### src/rtl/sd_pkg.sv
// Shared constants, FSM state type and frame helpers for the SD SPI command host.
package sd_pkg;

    localparam logic [5:0] CMD0   = 6'd0;
    localparam logic [5:0] CMD8   = 6'd8;
    localparam logic [5:0] CMD55  = 6'd55;
    localparam logic [5:0] ACMD41 = 6'd41;

    localparam logic [7:0] R1_IDLE        = 8'h01;
    localparam int         SD_FRAME_BYTES = 6;

    typedef enum logic [2:0] {
        ST_IDLE,
        ST_SEND,
        ST_POLL,
        ST_TRAIL,
        ST_DONE
    } sd_state_e;

    // Bit-serial CRC7 (x^7 + x^3 + 1), MSB first, seed zero.
    function automatic logic [6:0] crc7(input logic [39:0] data);
        logic [6:0] c;
        logic       fb;
        c = 7'd0;
        for (int i = 39; i >= 0; i--) begin
            fb = c[6] ^ data[i];
            c  = {c[5:0], 1'b0};
            if (fb) begin
                c = c ^ 7'h09;
            end
        end
        return c;
    endfunction

    function automatic logic [7:0] frame_byte(input logic [2:0]  idx,
                                              input logic [5:0]  index,
                                              input logic [31:0] arg);
        logic [7:0] b;
        case (idx)
            3'd0:    b = {2'b01, index};
            3'd1:    b = arg[31:24];
            3'd2:    b = arg[23:16];
            3'd3:    b = arg[15:8];
            3'd4:    b = arg[7:0];
            3'd5:    b = {crc7({2'b01, index, arg}), 1'b1};
            default: b = 8'hFF;
        endcase
        return b;
    endfunction

endpackage

### src/rtl/sd_spi_byte_xfer.sv
// One-byte full-duplex SPI mode-0 shifter. A go pulse in the byte_done cycle
// chains the next byte with no gap on sclk.
module sd_spi_byte_xfer #(
    parameter int CLK_DIV = 4
) (
    input  logic       clk,
    input  logic       rst_n,
    input  logic       go,
    input  logic [7:0] tx,
    output logic [7:0] rx,
    output logic       byte_done,
    output logic       sclk,
    output logic       mosi,
    input  logic       miso
);

    localparam logic [7:0] DIV_LAST = 8'(CLK_DIV - 1);

    logic       r_active;
    logic [7:0] r_cnt;
    logic [2:0] r_bit;
    logic       r_sclk;
    logic [7:0] r_tx;
    logic [7:0] r_rx;
    logic       w_phase_end;

    assign w_phase_end = r_active && (r_cnt == DIV_LAST);
    assign byte_done   = w_phase_end && r_sclk && (r_bit == 3'd7);
    assign sclk        = r_sclk;
    assign mosi        = r_tx[7];
    assign rx          = r_rx;

    // Ones shift in behind the data, so mosi rests high once a byte completes.
    always_ff @(posedge clk or negedge rst_n) begin
        if (!rst_n) begin
            r_active <= 1'b0;
            r_cnt    <= 8'd0;
            r_bit    <= 3'd0;
            r_sclk   <= 1'b0;
            r_tx     <= 8'hFF;
            r_rx     <= 8'hFF;
        end else if (go) begin
            r_active <= 1'b1;
            r_cnt    <= 8'd0;
            r_bit    <= 3'd0;
            r_sclk   <= 1'b0;
            r_tx     <= tx;
        end else if (w_phase_end) begin
            r_cnt <= 8'd0;
            if (!r_sclk) begin
                r_sclk <= 1'b1;
                r_rx   <= {r_rx[6:0], miso};
            end else begin
                r_sclk <= 1'b0;
                r_bit  <= r_bit + 3'd1;
                r_tx   <= {r_tx[6:0], 1'b1};
                if (r_bit == 3'd7) begin
                    r_active <= 1'b0;
                end
            end
        end else if (r_active) begin
            r_cnt <= r_cnt + 8'd1;
        end
    end

endmodule

### src/rtl/sd_spi_cmd_host.sv
// SD SPI-mode command host: sends one 6-byte command frame, polls for R1,
// clocks one trailing byte, then reports resp/timeout with a done pulse.
module sd_spi_cmd_host
    import sd_pkg::*;
#(
    parameter int CLK_DIV = 4,
    parameter int NCR_MAX = 8
) (
    input  logic        clk,
    input  logic        rst_n,
    input  logic        start,
    input  logic [5:0]  cmd_index,
    input  logic [31:0] cmd_arg,
    output logic        busy,
    output logic        done,
    output logic        timeout,
    output logic [7:0]  resp,
    output logic        cs_n,
    output logic        sclk,
    output logic        mosi,
    input  logic        miso
);

    localparam logic [15:0] POLL_LAST = 16'(NCR_MAX);
    localparam logic [2:0]  IDX_LAST  = 3'(SD_FRAME_BYTES - 1);

    sd_state_e   r_state;
    logic [2:0]  r_idx;
    logic [15:0] r_poll;
    logic [5:0]  r_cmd_index;
    logic [31:0] r_cmd_arg;
    logic [7:0]  r_resp;
    logic        r_timeout;

    sd_state_e   w_state_next;
    logic [2:0]  w_idx_next;
    logic [15:0] w_poll_next;
    logic [5:0]  w_cmd_index_next;
    logic [31:0] w_cmd_arg_next;
    logic [7:0]  w_resp_next;
    logic        w_timeout_next;
    logic        w_go;
    logic [7:0]  w_tx;
    logic [7:0]  w_rx;
    logic        w_byte_done;
    logic        w_busy;
    logic        w_done;

    sd_spi_byte_xfer #(
        .CLK_DIV(CLK_DIV)
    ) u_xfer (
        .clk      (clk),
        .rst_n    (rst_n),
        .go       (w_go),
        .tx       (w_tx),
        .rx       (w_rx),
        .byte_done(w_byte_done),
        .sclk     (sclk),
        .mosi     (mosi),
        .miso     (miso)
    );

    always_ff @(posedge clk or negedge rst_n) begin
        if (!rst_n) begin
            r_state     <= ST_IDLE;
            r_idx       <= 3'd0;
            r_poll      <= 16'd0;
            r_cmd_index <= 6'd0;
            r_cmd_arg   <= 32'd0;
            r_resp      <= 8'hFF;
            r_timeout   <= 1'b0;
        end else begin
            r_state     <= w_state_next;
            r_idx       <= w_idx_next;
            r_poll      <= w_poll_next;
            r_cmd_index <= w_cmd_index_next;
            r_cmd_arg   <= w_cmd_arg_next;
            r_resp      <= w_resp_next;
            r_timeout   <= w_timeout_next;
        end
    end

    // Every byte is launched in the cycle the previous one finishes, keeping sclk gapless.
    always_comb begin
        w_state_next     = r_state;
        w_idx_next       = r_idx;
        w_poll_next      = r_poll;
        w_cmd_index_next = r_cmd_index;
        w_cmd_arg_next   = r_cmd_arg;
        w_resp_next      = r_resp;
        w_timeout_next   = r_timeout;
        w_go             = 1'b0;
        w_tx             = 8'hFF;
        w_busy           = 1'b0;
        w_done           = 1'b0;

        case (r_state)
            ST_IDLE, ST_DONE: begin
                w_done       = (r_state == ST_DONE);
                w_state_next = ST_IDLE;
                if (start) begin
                    w_state_next     = ST_SEND;
                    w_idx_next       = 3'd0;
                    w_cmd_index_next = cmd_index;
                    w_cmd_arg_next   = cmd_arg;
                    w_resp_next      = 8'hFF;
                    w_timeout_next   = 1'b0;
                    w_go             = 1'b1;
                    w_tx             = {2'b01, cmd_index};
                end
            end
            ST_SEND: begin
                w_busy = 1'b1;
                if (w_byte_done) begin
                    w_go = 1'b1;
                    if (r_idx == IDX_LAST) begin
                        w_state_next = ST_POLL;
                        w_poll_next  = 16'd1;
                    end else begin
                        w_idx_next = r_idx + 3'd1;
                        w_tx       = frame_byte(r_idx + 3'd1, r_cmd_index, r_cmd_arg);
                    end
                end
            end
            ST_POLL: begin
                w_busy = 1'b1;
                if (w_byte_done) begin
                    w_go = 1'b1;
                    if (!w_rx[7]) begin
                        w_resp_next  = w_rx;
                        w_state_next = ST_TRAIL;
                    end else if (r_poll == POLL_LAST) begin
                        w_timeout_next = 1'b1;
                        w_resp_next    = 8'hFF;
                        w_state_next   = ST_TRAIL;
                    end else begin
                        w_poll_next = r_poll + 16'd1;
                    end
                end
            end
            ST_TRAIL: begin
                w_busy = 1'b1;
                if (w_byte_done) begin
                    w_state_next = ST_DONE;
                end
            end
            default: begin
                w_state_next = ST_IDLE;
            end
        endcase
    end

    assign busy    = w_busy;
    assign done    = w_done;
    assign cs_n    = !w_busy;
    assign resp    = r_resp;
    assign timeout = r_timeout;

endmodule
### config.mk
export PLATFORM = sky130hd
export DESIGN_NAME = sd_spi_cmd_host
export DESIGN_NICKNAME = d
export VERILOG_FILES = /design/src/rtl/sd_pkg.sv /design/src/rtl/sd_spi_byte_xfer.sv /design/src/rtl/sd_spi_cmd_host.sv
export SDC_FILE = /design/constraint.sdc
export NUM_CORES = 1
export LEC_CHECK = 0
export ABC_CLOCK_PERIOD_IN_PS = 5030
export BUFFER_PORTS_ARGS = -buffer_cell sky130_fd_sc_hd__buf_2
export CAP_MARGIN = 0
export CORE_ASPECT_RATIO = 0.6
export CORE_MARGIN = 2
export CORE_UTILIZATION = 63
export CTS_CLUSTER_DIAMETER = 50
export CTS_CLUSTER_SIZE = 8
export DETAILED_ROUTE_END_ITERATION = 10
export PLACE_DENSITY = 0.84
export SLEW_MARGIN = 25
export SYNTH_ARGS = -nofsm -noshare
export SYNTH_HDL_FRONTEND = slang
export SYNTH_SLANG_ARGS = --single-unit
### constraint.sdc
create_clock -name clk -period 5.03 [get_ports clk]
set_clock_uncertainty 0.1 [all_clocks]
set_input_delay 1.006 -clock clk [delete_from_list [all_inputs] [get_ports clk]]
set_output_delay 1.006 -clock clk [all_outputs]
set_load 0.1 [all_outputs]
==> impl_metrics.tcl, run 1 <==
set metrics [dict create \
    clkSinkCount 98 \
    dp_hpwl_um 9780 \
    synth_flop_cell "dfrtp_1" \
    postSynthCellCount 568 \
    finalWeightedCongestion 1.05 \
    routed_via_density 6.13 \
    syn2layout_area_growth_pct 12.0 \
    setup_ws_ns 1.67 \
    wl_um 13900 \
    ctsResizeCount 0 \
    htreeDepth 3 \
    maxSlewViolCount 0 \
    die-height_um 76.9 \
    num-nets-final 667 \
    p_leak_nw 3.04 \
    hold_viol 0 \
    pin_count 56 \
    drive_gt1_share_pct 18.5 \
    cp_data_required_time_ns 5.21 \
    clockRootBuffer "clkbuf_16" \
    core_area_um2 8560 \
    fillers 609 \
    worstPathArrival_ns 3.54 \
    synth_area_um2 5570 \
    num_rows 26 \
    synthMostInstantiatedCell "nand2_1" \
    criticalPathCategory "flip-flop to flip-flop" \
    port_buffers 55 \
    rsz0062_at_grt "false" \
    synth_seq_cells 98 \
    ys_warn_count 0 \
    slew_headroom_pct 31.3 \
    min_period_over_period_pct 66.8 \
    grt_pass1_wl_um 22900 \
    status "finished clean" \
    grt_pass1_vias 4379 \
    synth_edf_count 0 \
    cts-hold-fix-buffers 0 \
    period_minus_slack_ns 3.36 \
    tightest_slew_ns 1.03 \
    syn-num-nets 620 \
    fmax_ghz 0.298 \
    yosysTopAreaCell "dfrtp_1" \
    finalSetupTns_ns 0 \
    synthTopCellsByArea "dfrtp_1 (33%), dfstp_2 (11%), nand2_1 (9.6%)" \
    antenna_left 0 \
    die-area_um2 9640 \
    grt_max_degree 72 \
    postLayoutCoreUtil_pct 73.0 \
    p_per_area_nw_per_um2 526 \
    first_pass_iters 6 \
    drt-initial-drc-count 574 \
    synth_async_sr_flop_share_pct 100 \
    diodes 0 \
    maxCapViolations 0 \
    yosysSeqAreaShare_pct 44.5 \
    grt_antenna_before_repair 0 \
    worstSkewPairLatency_ns 0.35 \
    fp.dieW_um 125 \
    grtUsageTotal_pct 30.6 \
    cts_tree "yes" \
    end_kind "flip-flop" \
    crit_fanout 11 \
    synth_top_area_share_pct 33.2 \
    wl_per_cell_um 19.0 \
    numCtsBuffers 9 \
    hold_path.class "flip-flop to flip-flop" \
    overflow 0 \
    syn_avg_cell_area_um2 9.81 \
    place_ws_ns 1.79 \
    cts_setup_buffers 0 \
    clk_pin_slew_ns 0.07 \
    synth_top_cells_by_count "nand2_1 (143), dfrtp_1 (74), nor2_1 (47)" \
    finalSetupViolCount 0 \
    clockBufferDepth 2 \
    drc 0 \
    synth_cell_types 56 \
    cp-start-kind "flip-flop" \
    ir_worst_vdd_v 0.000385 \
    start_util_pct 65.1 \
    vias 4488 \
]
==> path summary, 6_finish.rpt <==
check | from | to | slack [ns] | depth (start not counted)
max reg2reg | u_xfer.r_cnt[4] | u_xfer.r_cnt[5] | 1.67 | 8
max in group asynchronous | rst_n | u_xfer.r_tx[5] | 3.21 | 2
max | u_xfer.r_cnt[4] | u_xfer.r_cnt[5] | 1.67 | 8
min | u_xfer.r_bit[2] | u_xfer.r_bit[2] | 0.41 | 2
min in group asynchronous | rst_n | r_cmd_arg[16] | 0.67 | 1
min reg2reg | u_xfer.r_bit[2] | u_xfer.r_bit[2] | 0.41 | 2
==> cell families (layout without fill, tap and decap cells) <==
group / count (synthesis) / count (layout) / synth area share, %
adders and majority gates: 10 / 10 / 2.25
AOI/OAI and AO/OA: 72 / 72 / 8.89
and+or+nand+nor: 255 / 255 / 20.1
DFF: 98 / 98 / 44.5
muxes: 18 / 18 / 3.55
xor gates and xnor gates: 81 / 81 / 18.3
buffers and inverters: 34 / 86 / 2.36
==> placed cells by master (no fill, tap or decap), drive strengths merged, types with 6 or more instances in the layout <==
master and count:
a21oi 9, a222oi 7, buf 61, clkbuf 9
dfrtp 74, dfstp 24, ha 10, inv 13
mux2 14, nand2 143, nand3 13, nor2 47
nor3 15, nor4 6, o21ai 23, o22a 7
or3 6, xnor2 38, xnor3 20, xor2 22
==> sequential cells by signal (all words and copies together) (netlist names) <==
signal	count
r_cmd_arg	32
r_poll	16
resp	8
u_xfer.r_cnt	8
u_xfer.r_tx	8
u_xfer.rx	8
r_cmd_index	6
r_idx	3
r_state	3
u_xfer.r_bit	3
timeout	1
u_xfer.r_active	1
u_xfer.sclk	1
==> report_power, final <==
group | switching [W] | total, W | internal (W)
logic | 0.000801 | 0.00146 | 0.000664
registers | 0.000164 | 0.00113 | 0.000971
clock network | 0.000335 | 0.000686 | 0.000351
total | 0.00130 | 0.00329 | 0.00199
==> per-stage QoR <==
step / total power, W / hold WS (ns) / cells / cell area (um^2)
final: 0.00329 / 0.413 / 732 / 6240
after global routing: 0.00344 / 0.422 / 732 / 6240
after CTS: 0.00326 / 0.400 / 732 / 6240
after detailed placement: 0.00255 / 0.385 / 716 / 5950
after global placement: 0.00249 / 0.373 / 716 / 5950
after floorplan: 0.00225 / 0.360 / 568 / 5570
==> metal layers <==
metal	vias up	wire, um	GRT usage (%)
li1	2032	-	-
met1	2159	6260	46.0
met2	271	5690	43.0
met3	26	1720	10.3
met4	0	202	7.44
met5	-	0	0
==> cell type report <==
class / count / area (um^2) / share of cell area (%)
multi-input combinational: 436 / 2970 / 47.5
sequential: 98 / 2480 / 39.8
timing repair buffer: 61 / 323 / 5.17
clock buffer: 9 / 225 / 3.61
tap: 112 / 140 / 2.24
clock inverter: 7 / 71.3 / 1.14
inverter: 9 / 33.8 / 0.541
==> worst max-delay path, stage by stage (launching register included) <==
cell	delay, ns
dfrtp_1	0.40
or4_1	0.59
nor4_4	0.37
nand3_1	0.33
o31ai_2	0.77
buf_4	0.30
o2111ai_1	0.15
xor2_1	0.18
nor2_1	0.10
Note: power is estimated with default switching activity, not from simulation.
==> inputs of run 2 (changes only) <==
--- a/config.mk
+++ b/config.mk
@@ -5,16 +5,16 @@
 export SDC_FILE = /design/constraint.sdc
 export NUM_CORES = 1
 export LEC_CHECK = 0
-export ABC_CLOCK_PERIOD_IN_PS = 5030
+export ABC_CLOCK_PERIOD_IN_PS = 2750
 export BUFFER_PORTS_ARGS = -buffer_cell sky130_fd_sc_hd__buf_2
 export CAP_MARGIN = 0
 export CORE_ASPECT_RATIO = 0.6
 export CORE_MARGIN = 2
-export CORE_UTILIZATION = 63
+export CORE_UTILIZATION = 54
 export CTS_CLUSTER_DIAMETER = 50
 export CTS_CLUSTER_SIZE = 8
 export DETAILED_ROUTE_END_ITERATION = 10
-export PLACE_DENSITY = 0.84
+export PLACE_DENSITY = 0.77
 export SLEW_MARGIN = 25
 export SYNTH_ARGS = -nofsm -noshare
 export SYNTH_HDL_FRONTEND = slang
==> constraint.sdc (replaced) <==
create_clock -name clk -period 2.75 [get_ports clk]
set_clock_uncertainty 0.1 [all_clocks]
set_input_delay 0.55 -clock clk [delete_from_list [all_inputs] [get_ports clk]]
set_output_delay 0.55 -clock clk [all_outputs]
set_load 0.1 [all_outputs]
==> run 2 against run 1 <==
Effect of this change:
- the flow now finishes with violations (negative setup slack)
- non-clock buffer count increased by 52
- sequential share of layout area decreased by 3.6 points
- sequential power increased by 81%
- critical path depth decreased by 1
- combinational power increased by 130%
- utilization decreased by 3.8 points
- first-iteration DRC count decreased by 28%
- global-route usage decreased by 2.8 points
- wire length increased by 8.4%
- clock power increased by 91%
- hold slack got worse by 0.30 ns
- critical endpoint is now u_xfer.r_tx[3]
- highest routed layer unchanged
==> impl_metrics.tcl, run 2 (synthesis results as in run 1) <==
set metrics [dict create \
    drc 0 \
    grt_max_degree 48 \
    stdcell_count 807 \
    wl_met3_um 1510 \
    worstPathArrival_ns 3.05 \
    final_cell_mix "nand2_1 (143), dfrtp_1 (71), buf_4 (55)" \
    reg2reg_depth 7 \
    p_per_area_nw_per_um2 986 \
    rsz0062_at_grt "true" \
    layout_commonest_cell "nand2_1" \
    wl_met2_um 6450 \
    crit_start "r_cmd_index[4]" \
    rrSetupSlack_ns -0.12 \
    grt_antenna_before_repair 0 \
    clockBufferDepth 2 \
    p_leak_nw 3.35 \
    vias 4577 \
    min_period_over_period_pct 104 \
    drt-initial-drc-count 414 \
    crit_end "u_xfer.r_tx[3]" \
    die-area_um2 11200 \
    maxCapViolations 0 \
    clkSinkCount 98 \
    finalSetupViolCount 6 \
    top_layer_used "met4" \
    first_pass_iters 7 \
    hold_viol 0 \
    violations "negative setup slack" \
    ir_worst_vdd_v 0.000524 \
    syn2layout_area_growth_pct 23.5 \
    reg_top3 "r_cmd_arg x32, r_poll x16" \
    clk_pin_slew_ns 0.07 \
    status "finished with violations" \
    postLayoutCoreUtil_pct 69.2 \
    slowest_stage "xnor3_2" \
    regToRegEndpoint "u_xfer.r_tx[3]" \
    fmax_ghz 0.348 \
    maxSlewViolCount 0 \
    path_cells "xnor3_2 -> xnor3_1 -> xnor3_1 -> xnor3_2 -> xnor2_2 -> a2111oi_4 -> nor3_1" \
    routed_via_density 5.67 \
    fp.dieW_um 135 \
    grt_pass1_wl_um 23200 \
    largest_register "r_cmd_arg" \
    cp-start-kind "flip-flop" \
    period_minus_slack_ns 2.87 \
    cp_data_required_time_ns 2.93 \
    worstSkewPairLatency_ns 0.35 \
    finalWeightedCongestion 0.941 \
    grt_pass1_vias 4241 \
    r2r-start "r_cmd_index[4]" \
    cts-hold-fix-buffers 0 \
    place_ws_ns -0.228 \
    htreeDepth 3 \
    die-height_um 82.7 \
    diodes 0 \
    wl_um 15000 \
    criticalPathCategory "flip-flop to flip-flop" \
    overflow 0 \
    dp_hpwl_um 10400 \
    num-nets-final 719 \
    numCtsBuffers 9 \
    start_util_pct 56.0 \
    antenna_left 0 \
    cts_tree "yes" \
    hold_slack_ns 0.111 \
    slowest_delay_ns 0.49 \
    tightest_slew_ns 0.686 \
    slew_headroom_pct 54.3 \
    grtUsageTotal_pct 27.8 \
    clockRootBuffer "clkbuf_16" \
    placedCellCount 775 \
    wl_per_cell_um 18.6 \
    port_buffers 55 \
    wl_met1_um 6900 \
    largest_reg_flops 32 \
    setup_ws_ns -0.124 \
    core_area_um2 9950 \
    pin_count 56 \
    drive_gt1_share_pct 29.3 \
    crit_fanout 3 \
    num_rows 28 \
    end_kind "flip-flop" \
    hold_path.class "primary input to asynchronous set/reset pin" \
]
-- run 2: critical path, delay by kind of cell (launching register included) --
| family | cells | cell delay (ns) |
|---|---|---|
| flip-flops | 1 | 0.38 |
| XOR/XNOR | 5 | 1.87 |
| AND/OR/NAND/NOR | 1 | 0.08 |
| AO/OA/AOI/OAI | 1 | 0.37 |
-- run 2: routing by layer --
layer	global-route usage (%)	vias up
li1	-	2132
met1	40.4	2242
met2	39.5	179
met3	11.2	24
met4	5.21	0
met5	0	-
-- run 2: power breakdown --
group	internal, W	total, W	switching [W]	leakage [nW]
Sequential	0.00178	0.00205	0.000277	1.19
Combinational	0.00168	0.00342	0.00175	2.00
Clock	0.000695	0.00131	0.000614	0.154
Total	0.00415	0.00678	0.00264	3.35
-- run 2: per-stage QoR --
step           cell area [um^2]  setup TNS, ns  total power, W
3_5_place_dp               6260         -0.797         0.00490
6_report                   6880         -0.483         0.00678
3_3_place_gp               6260        -0.0755         0.00481
2_1_floorplan              5580        -0.0467         0.00411
4_1_cts                    6660        -0.0610         0.00625
5_1_grt                    6880         -0.867         0.00713
-- run 2: worst min-delay path by stage --
stage | from | end | slack (ns)
floorplan | rst_n | r_cmd_arg[0] | 0.15
global placement | u_xfer.r_bit[1] | u_xfer.r_bit[1] | 0.37
detailed placement | u_xfer.r_bit[2] | u_xfer.r_bit[2] | 0.38
CTS | rst_n | r_idx[2] | 0.13
global route | rst_n | timeout | 0.16
finish | rst_n | timeout | 0.11
-- run 2: repair_timing --
action	4_1_cts	5_1_grt
endpoints found under the setup margin	8	19
gates cloned	0	0
pin swaps	16	17
setup buffers	5	11
resized for setup	10	27
-- run 2: cell type report --
class,count,area (um^2)
multi-input combinational,436,3140
fill,732,3070
sequential,98,2490
timing repair buffer,113,737
clock buffer,10,250
tap,135,169
clock inverter,6,62.6
inverter,9,33.8
==> inputs of run 3 (changes only) <==
--- a/config.mk
+++ b/config.mk
@@ -5,11 +5,9 @@
 export SDC_FILE = /design/constraint.sdc
 export NUM_CORES = 1
 export LEC_CHECK = 0
-export ABC_CLOCK_PERIOD_IN_PS = 2750
 export BUFFER_PORTS_ARGS = -buffer_cell sky130_fd_sc_hd__buf_2
 export CAP_MARGIN = 0
 export CORE_ASPECT_RATIO = 0.6
-export CORE_MARGIN = 2
 export CORE_UTILIZATION = 54
 export CTS_CLUSTER_DIAMETER = 50
 export CTS_CLUSTER_SIZE = 8
==> run 3 against run 2 <==
Effect of this change:
- the run still ends with negative setup slack left
- global-route usage rose by 0.33 points
- sequential power barely moved
- sequential share of layout area rose by 0.27 points
- power down 3.2%
- register-to-register slack better by 0.09 ns
- die area fell by 3.9%
- final cell count decreased by 0.37%
- critical endpoint is now u_xfer.r_tx[1]
- largest cell class unchanged
- highest routed layer unchanged
==> impl_metrics.tcl, run 3 (synthesis results as in run 1) <==
set metrics [dict create \
    status "finished with violations" \
    violations "negative setup slack" \
    cp-start-kind "flip-flop" \
    period_minus_slack_ns 2.79 \
    vias 4508 \
    hold_path.class "primary input to asynchronous set/reset pin" \
    placedCellCount 780 \
    grt_max_degree 60 \
    syn2layout_area_growth_pct 22.5 \
    stdcell_count 804 \
    port_buffers 55 \
    cp_common_cell "a2111oi_2" \
    criticalPathCategory "flip-flop to flip-flop" \
    grt_pass1_wl_um 22500 \
    wl_per_cell_um 17.8 \
    cts_tree "yes" \
    antenna_left 0 \
    hold_slack_ns 0.0463 \
    grt_pass1_vias 4351 \
    overflow 0 \
    reg_top3 "r_cmd_arg x32, r_poll x16" \
    cp_data_required_time_ns 2.93 \
    dp_hpwl_um 10400 \
    setup_ws_ns -0.0369 \
    numCtsBuffers 9 \
    slowest_delay_ns 0.55 \
    fmax_ghz 0.359 \
    core_area_um2 9950 \
    crit_buf_inv 1 \
    largest_reg_flops 32 \
    final_cell_mix "nand2_1 (143), dfrtp_1 (73), buf_2 (54)" \
    end_kind "flip-flop" \
    num_rows 28 \
    layout_commonest_cell "nand2_1" \
    p_per_area_nw_per_um2 962 \
    worstPathArrival_ns 2.97 \
    fp.dieW_um 133 \
    drc 0 \
    rsz0062_at_grt "true" \
    cp_top_family "simple AND/OR/NAND/NOR gates" \
    slowest_stage "or4_4" \
    clockRootBuffer "clkbuf_16" \
    fillers 785 \
    pin_count 56 \
    fin_area_um2 6820 \
    maxCapViolations 0 \
    min_period_over_period_pct 101 \
    tightest_slew_ns 1.05 \
    htreeDepth 3 \
    largest_register "r_cmd_arg" \
    cts-hold-fix-buffers 0 \
    diodes 0 \
    ir_worst_vdd_v 0.000615 \
    finalSetupViolCount 1 \
    routed_via_density 5.61 \
    die-area_um2 10700 \
    clkSinkCount 98 \
    place_ws_ns -0.128 \
    clockBufferDepth 2 \
    grtUsageTotal_pct 28.2 \
    maxSlewViolCount 0 \
    hold_viol 0 \
    num-nets-final 716 \
    die-height_um 80.7 \
    slew_headroom_pct 30.1 \
    crit_fanout 3 \
    start_util_pct 56.0 \
    drive_gt1_share_pct 28.6 \
    r2r-start "u_xfer.r_cnt[4]" \
    drt-initial-drc-count 391 \
    path_cells "or4_4 -> nor4_4 -> nand3_2 -> buf_4 -> a2111oi_2 -> a21oi_1 -> a2111oi_2 -> nor3_1" \
    wl_um 14300 \
    grt_antenna_before_repair 0 \
    p_leak_nw 3.33 \
    place_area_um2 6300 \
    crit_start "u_xfer.r_cnt[4]" \
    clk_pin_slew_ns 0.08 \
    finalWeightedCongestion 0.908 \
    first_pass_iters 5 \
    worstSkewPairLatency_ns 0.35 \
]
run 3: cell count changes in the layout (fill, tap and decap cells not counted), sizes merged:
cell    delta
clkbuf     -1
inv        -1
buf        -3
clkinv     +2
run 3: per-stage QoR:
step | setup TNS, ns | power (W) | util (%)
finish | -0.0369 | 0.00656 | 68.6
global route | -0.489 | 0.00691 | 68.6
CTS | -0.149 | 0.00630 | 66.5
detailed placement | -0.400 | 0.00498 | 63.3
global placement | -0.196 | 0.00491 | 63.3
floorplan | -0.0467 | 0.00411 | -
run 3: repair_timing:
item / 4_1_cts / 5_1_grt
resized for setup: 6 / 31
pin swaps: 4 / 11
setup endpoints to repair: 14 / 20
buffers inserted: 0 / 8
hold endpoints to repair: 0 / 0
run 3: report_power, final:
part | leakage (nW) | switching [W] | total, W | internal (W)
logic | 1.98 | 0.00163 | 0.00326 | 0.00163
registers | 1.20 | 0.000257 | 0.00203 | 0.00178
clock network | 0.149 | 0.000624 | 0.00127 | 0.000648
run 3: layout make-up:
cell class | instances | area (um^2) | area share, %
clock buffer | 9 | 225 | 3.30
sequential | 98 | 2480 | 36.4
clock inverter | 7 | 83.8 | 1.23
timing repair buffer | 110 | 718 | 10.5
multi-input combinational | 436 | 3110 | 45.6
tap | 135 | 169 | 2.48
inverter | 9 | 33.8 | 0.495
run 3: worst paths after layout:
| check | to | slack, ns | cells after the start |
|---|---|---|---|
| setup / recovery | u_xfer.r_tx[1] | -0.04 | 8 |
| hold / removal | u_xfer.r_cnt[7] | 0.05 | 1 |
| setup reg to reg | u_xfer.r_tx[1] | -0.04 | 8 |
| hold reg to reg | u_xfer.r_bit[2] | 0.40 | 2 |
| max in group asynchronous | resp[7] | 1.81 | 2 |
| min in group clk | r_cmd_arg[24] | 0.29 | 3 |
run 3: worst reg2reg max path, stage by stage, from the launching register on:
cell and delay (ns):
dfrtp_1 0.40, or4_4 0.55, nor4_4 0.31, nand3_2 0.21, buf_4 0.20, a2111oi_2 0.34
a21oi_1 0.15, a2111oi_2 0.38, nor3_1 0.08
run 3: routing by layer:
layer | track usage (%) | routed length [um] | share of wire, %
met1 | 42.1 | 6980 | 49
met2 | 37.4 | 5620 | 39
met3 | 10.8 | 1530 | 11
met5 | 0 | 0 | 0
met4 | 7.27 | 172 | 1.2
